$ cat src/rtl/rotate_frame_scheduler.sv
// Per-frame sequencer for the rotation engine: shadows user settings, applies
// them at frame boundaries, picks the read bank, launches one rotation pass per
// written frame, counts output pixels and flags engine stalls.
module rotate_frame_scheduler #(
  parameter int IMAGE_W     = 1280,
  parameter int IMAGE_H     = 720,
  parameter int TO_W        = 24,
  parameter int TIMEOUT_CYC = 4000000
) (
  input  logic        clk,
  input  logic        rst,
  input  logic        frame_start,
  input  logic [1:0]  wr_bank_done,
  input  logic [7:0]  cfg_angle,
  input  logic [9:0]  cfg_amplitude,
  input  logic [11:0] cfg_offset_x,
  input  logic [11:0] cfg_offset_y,
  input  logic        cfg_update,
  input  logic        err_clr,
  input  logic        pix_valid,
  output logic        rot_en,
  output logic [7:0]  rot_angle,
  output logic [9:0]  rot_amplitude,
  output logic [11:0] rot_offset_x,
  output logic [11:0] rot_offset_y,
  output logic [1:0]  rd_bank,
  output logic        busy,
  output logic        frame_done,
  output logic        err_timeout,
  output logic [15:0] frame_cnt,
  output logic [7:0]  drop_cnt
);

  localparam logic [20:0]     LAST_PIX  = 21'(IMAGE_W * IMAGE_H - 1);
  localparam logic [TO_W-1:0] TO_LAST   = TO_W'(TIMEOUT_CYC - 1);
  localparam logic [9:0]      AMP_UNITY = 10'd128;

  typedef enum logic [3:0] {
    S_IDLE  = 4'b0001,
    S_LOAD  = 4'b0010,
    S_START = 4'b0100,
    S_RUN   = 4'b1000
  } state_t;

  state_t r_state;
  state_t w_state_next;

  logic            r_pending;
  logic [1:0]      r_pend_bank;
  logic [7:0]      r_sh_angle;
  logic [9:0]      r_sh_amplitude;
  logic [11:0]     r_sh_offset_x;
  logic [11:0]     r_sh_offset_y;
  logic [7:0]      r_angle;
  logic [9:0]      r_amplitude;
  logic [11:0]     r_offset_x;
  logic [11:0]     r_offset_y;
  logic [1:0]      r_rd_bank;
  logic            r_rot_en;
  logic            r_frame_done;
  logic            r_err_timeout;
  logic [15:0]     r_frame_cnt;
  logic [7:0]      r_drop_cnt;
  logic [20:0]     r_pix_cnt;
  logic [TO_W-1:0] r_to_cnt;

  logic w_last_pix;
  logic w_timeout;

  // Last pixel of the frame, and a stall that has run out its allowance.
  assign w_last_pix = (r_state == S_RUN) && pix_valid && (r_pix_cnt == LAST_PIX);
  assign w_timeout  = (r_state == S_RUN) && !pix_valid && (r_to_cnt == TO_LAST);

  // State register.
  always_ff @(posedge clk) begin
    if (rst) r_state <= S_IDLE;
    else     r_state <= w_state_next;
  end

  // Next-state logic; a frame_start seen in IDLE launches LOAD without waiting a cycle.
  always_comb begin
    w_state_next = r_state;
    case (r_state)
      S_IDLE:  if (r_pending || frame_start) w_state_next = S_LOAD;
      S_LOAD:  w_state_next = S_START;
      S_START: w_state_next = S_RUN;
      S_RUN:   if (w_last_pix || w_timeout) w_state_next = S_IDLE;
      default: w_state_next = S_IDLE;
    endcase
  end

  // Pending frame slot: latest frame wins; an overwrite outside LOAD counts as a drop.
  always_ff @(posedge clk) begin
    if (rst) begin
      r_pending   <= 1'b0;
      r_pend_bank <= 2'd0;
      r_drop_cnt  <= 8'd0;
    end else if (frame_start) begin
      r_pending   <= 1'b1;
      r_pend_bank <= wr_bank_done;
      if (r_pending && (r_state != S_LOAD) && (r_drop_cnt != 8'hFF))
        r_drop_cnt <= r_drop_cnt + 8'd1;
    end else if (r_state == S_LOAD) begin
      r_pending <= 1'b0;
    end
  end

  // Shadow config captures user writes at any time.
  always_ff @(posedge clk) begin
    if (rst) begin
      r_sh_angle     <= 8'd0;
      r_sh_amplitude <= AMP_UNITY;
      r_sh_offset_x  <= 12'd0;
      r_sh_offset_y  <= 12'd0;
    end else if (cfg_update) begin
      r_sh_angle     <= cfg_angle;
      r_sh_amplitude <= cfg_amplitude;
      r_sh_offset_x  <= cfg_offset_x;
      r_sh_offset_y  <= cfg_offset_y;
    end
  end

  // Active config and read bank move only in LOAD so the engine sees stable values all frame.
  always_ff @(posedge clk) begin
    if (rst) begin
      r_angle     <= 8'd0;
      r_amplitude <= AMP_UNITY;
      r_offset_x  <= 12'd0;
      r_offset_y  <= 12'd0;
      r_rd_bank   <= 2'd0;
    end else if (r_state == S_LOAD) begin
      r_angle     <= r_sh_angle;
      r_amplitude <= r_sh_amplitude;
      r_offset_x  <= r_sh_offset_x;
      r_offset_y  <= r_sh_offset_y;
      r_rd_bank   <= r_pend_bank;
    end
  end

  // Engine strobe, pixel/stall counting, completion and sticky stall flag.
  always_ff @(posedge clk) begin
    if (rst) begin
      r_rot_en      <= 1'b0;
      r_frame_done  <= 1'b0;
      r_err_timeout <= 1'b0;
      r_frame_cnt   <= 16'd0;
      r_pix_cnt     <= 21'd0;
      r_to_cnt      <= '0;
    end else begin
      r_rot_en     <= (r_state == S_START);
      r_frame_done <= w_last_pix;
      if (w_last_pix) r_frame_cnt <= r_frame_cnt + 16'd1;
      if (r_state == S_START) begin
        r_pix_cnt <= 21'd0;
        r_to_cnt  <= '0;
      end else if (r_state == S_RUN) begin
        if (pix_valid) begin
          r_pix_cnt <= r_pix_cnt + 21'd1;
          r_to_cnt  <= '0;
        end else if (!w_timeout) begin
          r_to_cnt <= r_to_cnt + 1'b1;
        end
      end
      if (w_timeout)    r_err_timeout <= 1'b1;
      else if (err_clr) r_err_timeout <= 1'b0;
    end
  end

  assign rot_en        = r_rot_en;
  assign rot_angle     = r_angle;
  assign rot_amplitude = r_amplitude;
  assign rot_offset_x  = r_offset_x;
  assign rot_offset_y  = r_offset_y;
  assign rd_bank       = r_rd_bank;
  assign busy          = (r_state != S_IDLE);
  assign frame_done    = r_frame_done;
  assign err_timeout   = r_err_timeout;
  assign frame_cnt     = r_frame_cnt;
  assign drop_cnt      = r_drop_cnt;

endmodule

$ cat config.mk
export PLATFORM = sky130hd
export DESIGN_NAME = rotate_frame_scheduler
export DESIGN_NICKNAME = d
export VERILOG_FILES = /design/src/rtl/rotate_frame_scheduler.sv
export SDC_FILE = /design/constraint.sdc
export NUM_CORES = 1
export LEC_CHECK = 0
export BUFFER_PORTS_ARGS = -buffer_cell sky130_fd_sc_hd__buf_4
export CAP_MARGIN = 0
export CORE_UTILIZATION = 50
export CTS_BUF_LIST = sky130_fd_sc_hd__clkbuf_16
export DETAILED_ROUTE_END_ITERATION = 10
export GPL_ROUTABILITY_DRIVEN = 0
export PLACE_DENSITY_LB_ADDON = 0.1
export RECOVER_POWER = 25
export SKIP_LAST_GASP = 1
export SLEW_MARGIN = 20
export SYNTH_ARGS = -nofsm -noshare
export SYNTH_HDL_FRONTEND = slang
export SYNTH_SLANG_ARGS = --single-unit
$ cat constraint.sdc
create_clock -name clk -period 1.8 [get_ports clk]
set_input_delay 0.45 -clock clk [delete_from_list [all_inputs] [get_ports clk]]
set_output_delay 0.45 -clock clk [all_outputs]
set_load 0.01 [all_outputs]
After elaboration in Yosys (flattened, before gate mapping)
Cells that the tools add are included.

word-level totals
  output and inout port bits = 72
  register bits after elaboration = 165

cells by class
  add/subtract/negate cells = 4
  reductions and logical operators = 16
  muxes and demuxes = 9
  eq/ne operators = 12

operator list
  cell                   count
  $mux 24                2
  $add 24x1->24 const B  1
  $eq 24x22->1 const B   1
  $add 21x1->21 const B  1
  $eq 21x20->1 const B   1
  $add 16x1->16 const B  1
  $pmux 4 s4             1
  $add 8x1->8 const B    1
  $mux 4                 2
  $ne 8x8->1 const B     1
  $reduce_and 2->1       4
  $logic_and 1x1->1      6
  $eq 4x1->1 const B     1
  $eq 4x2->1 const B     1
  $eq 4x3->1 const B     1
  $eq 4x4->1 const B     1
  $mux 1                 4
  $ne 2x2->1 const B     2
  $ne 4x1->1 const B     1
  $ne 4x2->1 const B     1
  $reduce_bool 2->1      2
  $logic_or 1x1->1       2
  $ne 2x1->1 const B     1
  $reduce_or 2->1        1
  $logic_not 1->1        1

Depth between registers and ports, before layout
  depth in word-level cells = 6
  depth in mapped cells = 8
  gate-level depth less buffers = 6

Worst setup path before layout
No wires, ideal clock.

  kind = register to register
  start point = register r_pix_cnt[12]
  end point = register r_frame_cnt[15] (netlist: frame_cnt[15])
  arrival = 1816 ps
  buffers on the path = 0
  path slack = -86 ps
  clock period less this slack = 1886 ps
  required time = 1730 ps
  stages on the path, launching flop included = 6
  path through = dfxtp_1 or4_4 nor3_4 nand3_2 or4_1 a21oi_1

on the way
  longest elaborated chain between the ends = 2

ends and longest elaborated chain
  element                   line  RTL
  start: declaration        64    logic [20:0] r_pix_cnt;
  start signal: assignment  158   r_pix_cnt <= r_pix_cnt + 21'd1;
  $eq 21x20->1              71    assign w_last_pix = (r_state == S_RUN) && pix_valid && (r_pix_cnt == LAST_PIX);
  $logic_and 1x1->1         71
  end signal: assignment    152   if (w_last_pix) r_frame_cnt <= r_frame_cnt + 16'd1;
  end: declaration          62    logic [15:0] r_frame_cnt;

Every way passes these cells.
A chain may end at the register's enable or synchronous reset.

Final worst setup path
  start point = register r_state[2]
  end point = register r_pix_cnt[19]

on the way
  longest elaborated chain between the ends = 2

ends and longest elaborated chain
  element                                                               line      RTL
  start: declaration                                                    45        state_t r_state;
  start signal: assignment                                              77        else r_state <= w_state_next;
  $eq 4x4->1 / $eq 4x3->1 (equally long branches)                       156, 153
  $reduce_and 2->1 (no line) / $reduce_or 2->1 (equally long branches)  -

Several ways; a longest one is shown, not always the timed one.

==> impl_metrics.tcl <==
set metrics [dict create \
    status "complete, but fails checks" \
    violations "negative setup slack" \
    grt_pass1_wl_mm 25.2 \
    die_x_um 116 \
    cts_inserted_buffers 17 \
    fmax_ghz 0.504 \
    fin_crit_ns 1.99 \
    worst_slew_pin_slew_ns 0.610 \
    die-area_um2 13500 \
    seq_area_frac_synth_pct 50.6 \
    initial_core_util_pct 51.5 \
    crit_required_ns 2.11 \
    drt-pass1-iter-count 5 \
    fin_crit_sh_pct 110 \
    netlist_area_um2 6530 \
    endpoint_kind "flop" \
    io_buffers 121 \
    async_flop_share_pct 0 \
    syn_nets 800 \
    overflow 0 \
    drive_above_1_share_pct 30.2 \
    synth_seq_cells 165 \
    antenna_found_initial 0 \
    hold_violations 0 \
    vias 5804 \
    fin_worst_skew_ns 0.00734 \
    synth_enable_flop_cells 0 \
    avgSynthCellArea_um2 8.75 \
    syn_inst 746 \
    vias_per_cell 5.25 \
    drt_iter0_drc 301 \
    clk_root_buffer_cell "clkbuf_16" \
    fin_setup_tns_ns -7.50 \
    leakagePower_nw 3.79 \
    fp.dieH_um 116 \
    worst-path-max-fanout 6 \
    clk_pin_slew_ns 0.07 \
    cts_sinks 165 \
    clock_path_buffers 2 \
    rows 41 \
    area_growth_syn_to_layout_pct 39.2 \
    wl_mm 16.1 \
    hp-class "in -> reg" \
    wl_per_cell_um 14.6 \
    clk_latency_ns 0.42 \
    antenna_left 0 \
    place_area_um2 7970 \
    final_area_um2 9090 \
    report.final.slew_viol_count 0 \
    place_hpwl_mm 10.3 \
    ys.flop_type "dfxtp_1" \
    setup_viol 95 \
    track_usage_pct 23.7 \
    grt_start_max_net_pins 116 \
    ios 122 \
    drc 0 \
    rsz0062_at_grt "true" \
    yosys_warnings 0 \
    crit_arrival_ns 2.29 \
    relSlewSlack_pct 59.2 \
    setup_slack_ns -0.185 \
    cts_tree "built" \
    cts_hold_buf 0 \
    cap_violations 0 \
    synth_cell_types 38 \
    coreArea_um2 12700 \
    p_per_area_nw_per_um2 848 \
    htreeDepth 4 \
    grt_pass1_vias 5602 \
    layout.nets 975 \
    critPathLaunchType "flop" \
    vdd_drop_max_mv 0.829 \
    antenna_cells 0 \
    path_class "reg -> reg" \
]
## critical path, cell delays in order, from the launching register on
cell and delay, ns:
dfxtp_2 0.32, buf_4 0.14, nor4b_4 0.35, buf_4 0.20
nand4_1 0.19, buf_4 0.21, nor4_4 0.24, xnor2_1 0.16
nor2_1 0.06
## cells in the final DEF (no fill, tap or decap), types with 2 or more instances in the layout
cell type / count
nor2_1: 98
o21ai_2: 3
or4b_2: 3
clkinv_2: 4
nand4_1: 21
xor2_1: 12
a21oi_2: 7
clkbuf_16: 18
nor3_4: 7
a31o_2: 2
buf_12: 7
inv_1: 15
xnor2_1: 30
nor3_1: 4
dfxtp_2: 2
nor4_4: 8
nand2_1: 110
or3_4: 2
o21ai_1: 6
ha_1: 4
and2_1: 4
nor4_1: 2
buf_2: 2
or3_1: 20
buf_6: 14
a21oi_1: 66
nor4b_1: 2
and4_1: 5
nor4b_4: 2
buf_4: 172
inv_6: 5
nand3_1: 18
nor3_2: 3
clkinv_4: 3
o21ai_0: 12
dfxtp_1: 162
and3_1: 8
mux2i_1: 47
## final cells by class
class | instances | area (um^2)
clock inverters | 14 | 101
clock buffers | 17 | 425
flip-flops and latches | 165 | 3310
well taps | 172 | 215
repair buffers | 196 | 1620
fillers | 1002 | 3580
inverters | 15 | 56.3
multi-input cells | 526 | 3360
## path summary, 6_finish.rpt
kind              cells after the start                      startpoint                             to  slack [ns]
hold reg to reg                       2  r_sh_amplitude[5]$_SDFFE_PP0P_  rot_amplitude[5]$_SDFFE_PP0P_        0.45
setup / recovery                      8         r_state[2]$_SDFFE_PP0P_     r_pix_cnt[19]$_SDFFE_PP0P_       -0.19
hold / removal                        3                 cfg_offset_x[0]  r_sh_offset_x[0]$_SDFFE_PP0P_        0.26
setup reg to reg                      8         r_state[2]$_SDFFE_PP0P_     r_pix_cnt[19]$_SDFFE_PP0P_       -0.19
## what timing repair did
item | 4_1_cts | 5_1_grt
pin swaps | 31 | 32
buffers inserted | 12 | 10
setup endpoints to repair | 29 | 114
gates resized for setup | 37 | 54
endpoints found under the hold margin | 0 | 0
cloned | 2 | 1
## flip-flops by register name, indices dropped and copies added (netlist names)
signal	flops
r_pend_bank	2
r_to_cnt	24
frame_cnt	16
rd_bank	2
rot_offset_y	12
r_sh_amplitude	10
r_sh_offset_x	12
frame_done	1
rot_amplitude	10
r_sh_angle	8
rot_offset_x	12
r_state	4
drop_cnt	8
r_sh_offset_y	12
rot_en	1
err_timeout	1
rot_angle	8
r_pix_cnt	21
r_pending	1
## metrics by stage
| step | utilization [%] | total power, mW | worst slack, ns | hold WS [ns] | cells |
|---|---|---|---|---|---|
| floorplan | - | 4.18 | -0.0743 | 0.431 | 746 |
| global placement | 62.9 | 4.46 | -0.0619 | 0.437 | 1049 |
| detailed placement | 62.9 | 4.48 | -0.0856 | 0.444 | 1049 |
| CTS | 69.4 | 7.77 | -0.203 | 0.243 | 1094 |
| global route | 71.7 | 7.99 | -0.242 | 0.258 | 1105 |
| finish | 71.7 | 7.71 | -0.185 | 0.260 | 1105 |
## layer usage
| layer | GRT usage [%] | share of wire (%) | vias to the layer above |
|---|---|---|---|
| li1 | - | - | 2895 |
| met3 | 8.51 | 6.2 | 14 |
| met5 | 0 | 0 | - |
| met4 | 7.61 | 0.90 | 0 |
| met2 | 41.1 | 51 | 118 |
| met1 | 27.3 | 42 | 2777 |
## cells by family (layout without fill, tap and decap cells)
group	after synthesis	count (layout)	share of synthesized area [%]
xor+xnor	43	43	5.77
fa+ha+maj	4	4	0.767
compound gates	103	103	8.26
simple gates	329	329	24.1
buf+inv	55	242	3.26
mux	47	47	7.21
flops	165	165	50.6
## power breakdown
part | internal [mW] | switching [mW] | total [mW]
Combinational | 0.318 | 0.314 | 0.632
Sequential | 3.75 | 0.0668 | 3.82
Clock | 1.77 | 1.49 | 3.26
## synthesized netlist by cell type (all sizes together) (4+ instances only)
library cell	n	area (um^2)
and3	9	56.3
a21oi	74	370
inv	15	56.3
nand2	111	417
or3	22	138
xor2	12	105
o21ai	21	105
nand3	19	100
ha	4	50.1
and2	5	31.3
or4b	4	40.0
clkbuf	28	105
nand4	21	131
dfxtp	165	3300
xnor2	31	272
nor2	99	372
mux2i	47	470
nor4b	4	56.3
nor4	10	62.6
buf	12	51.3
nor3	14	81.3
and4	6	52.6
Note: power is estimated with default switching activity, not from simulation.
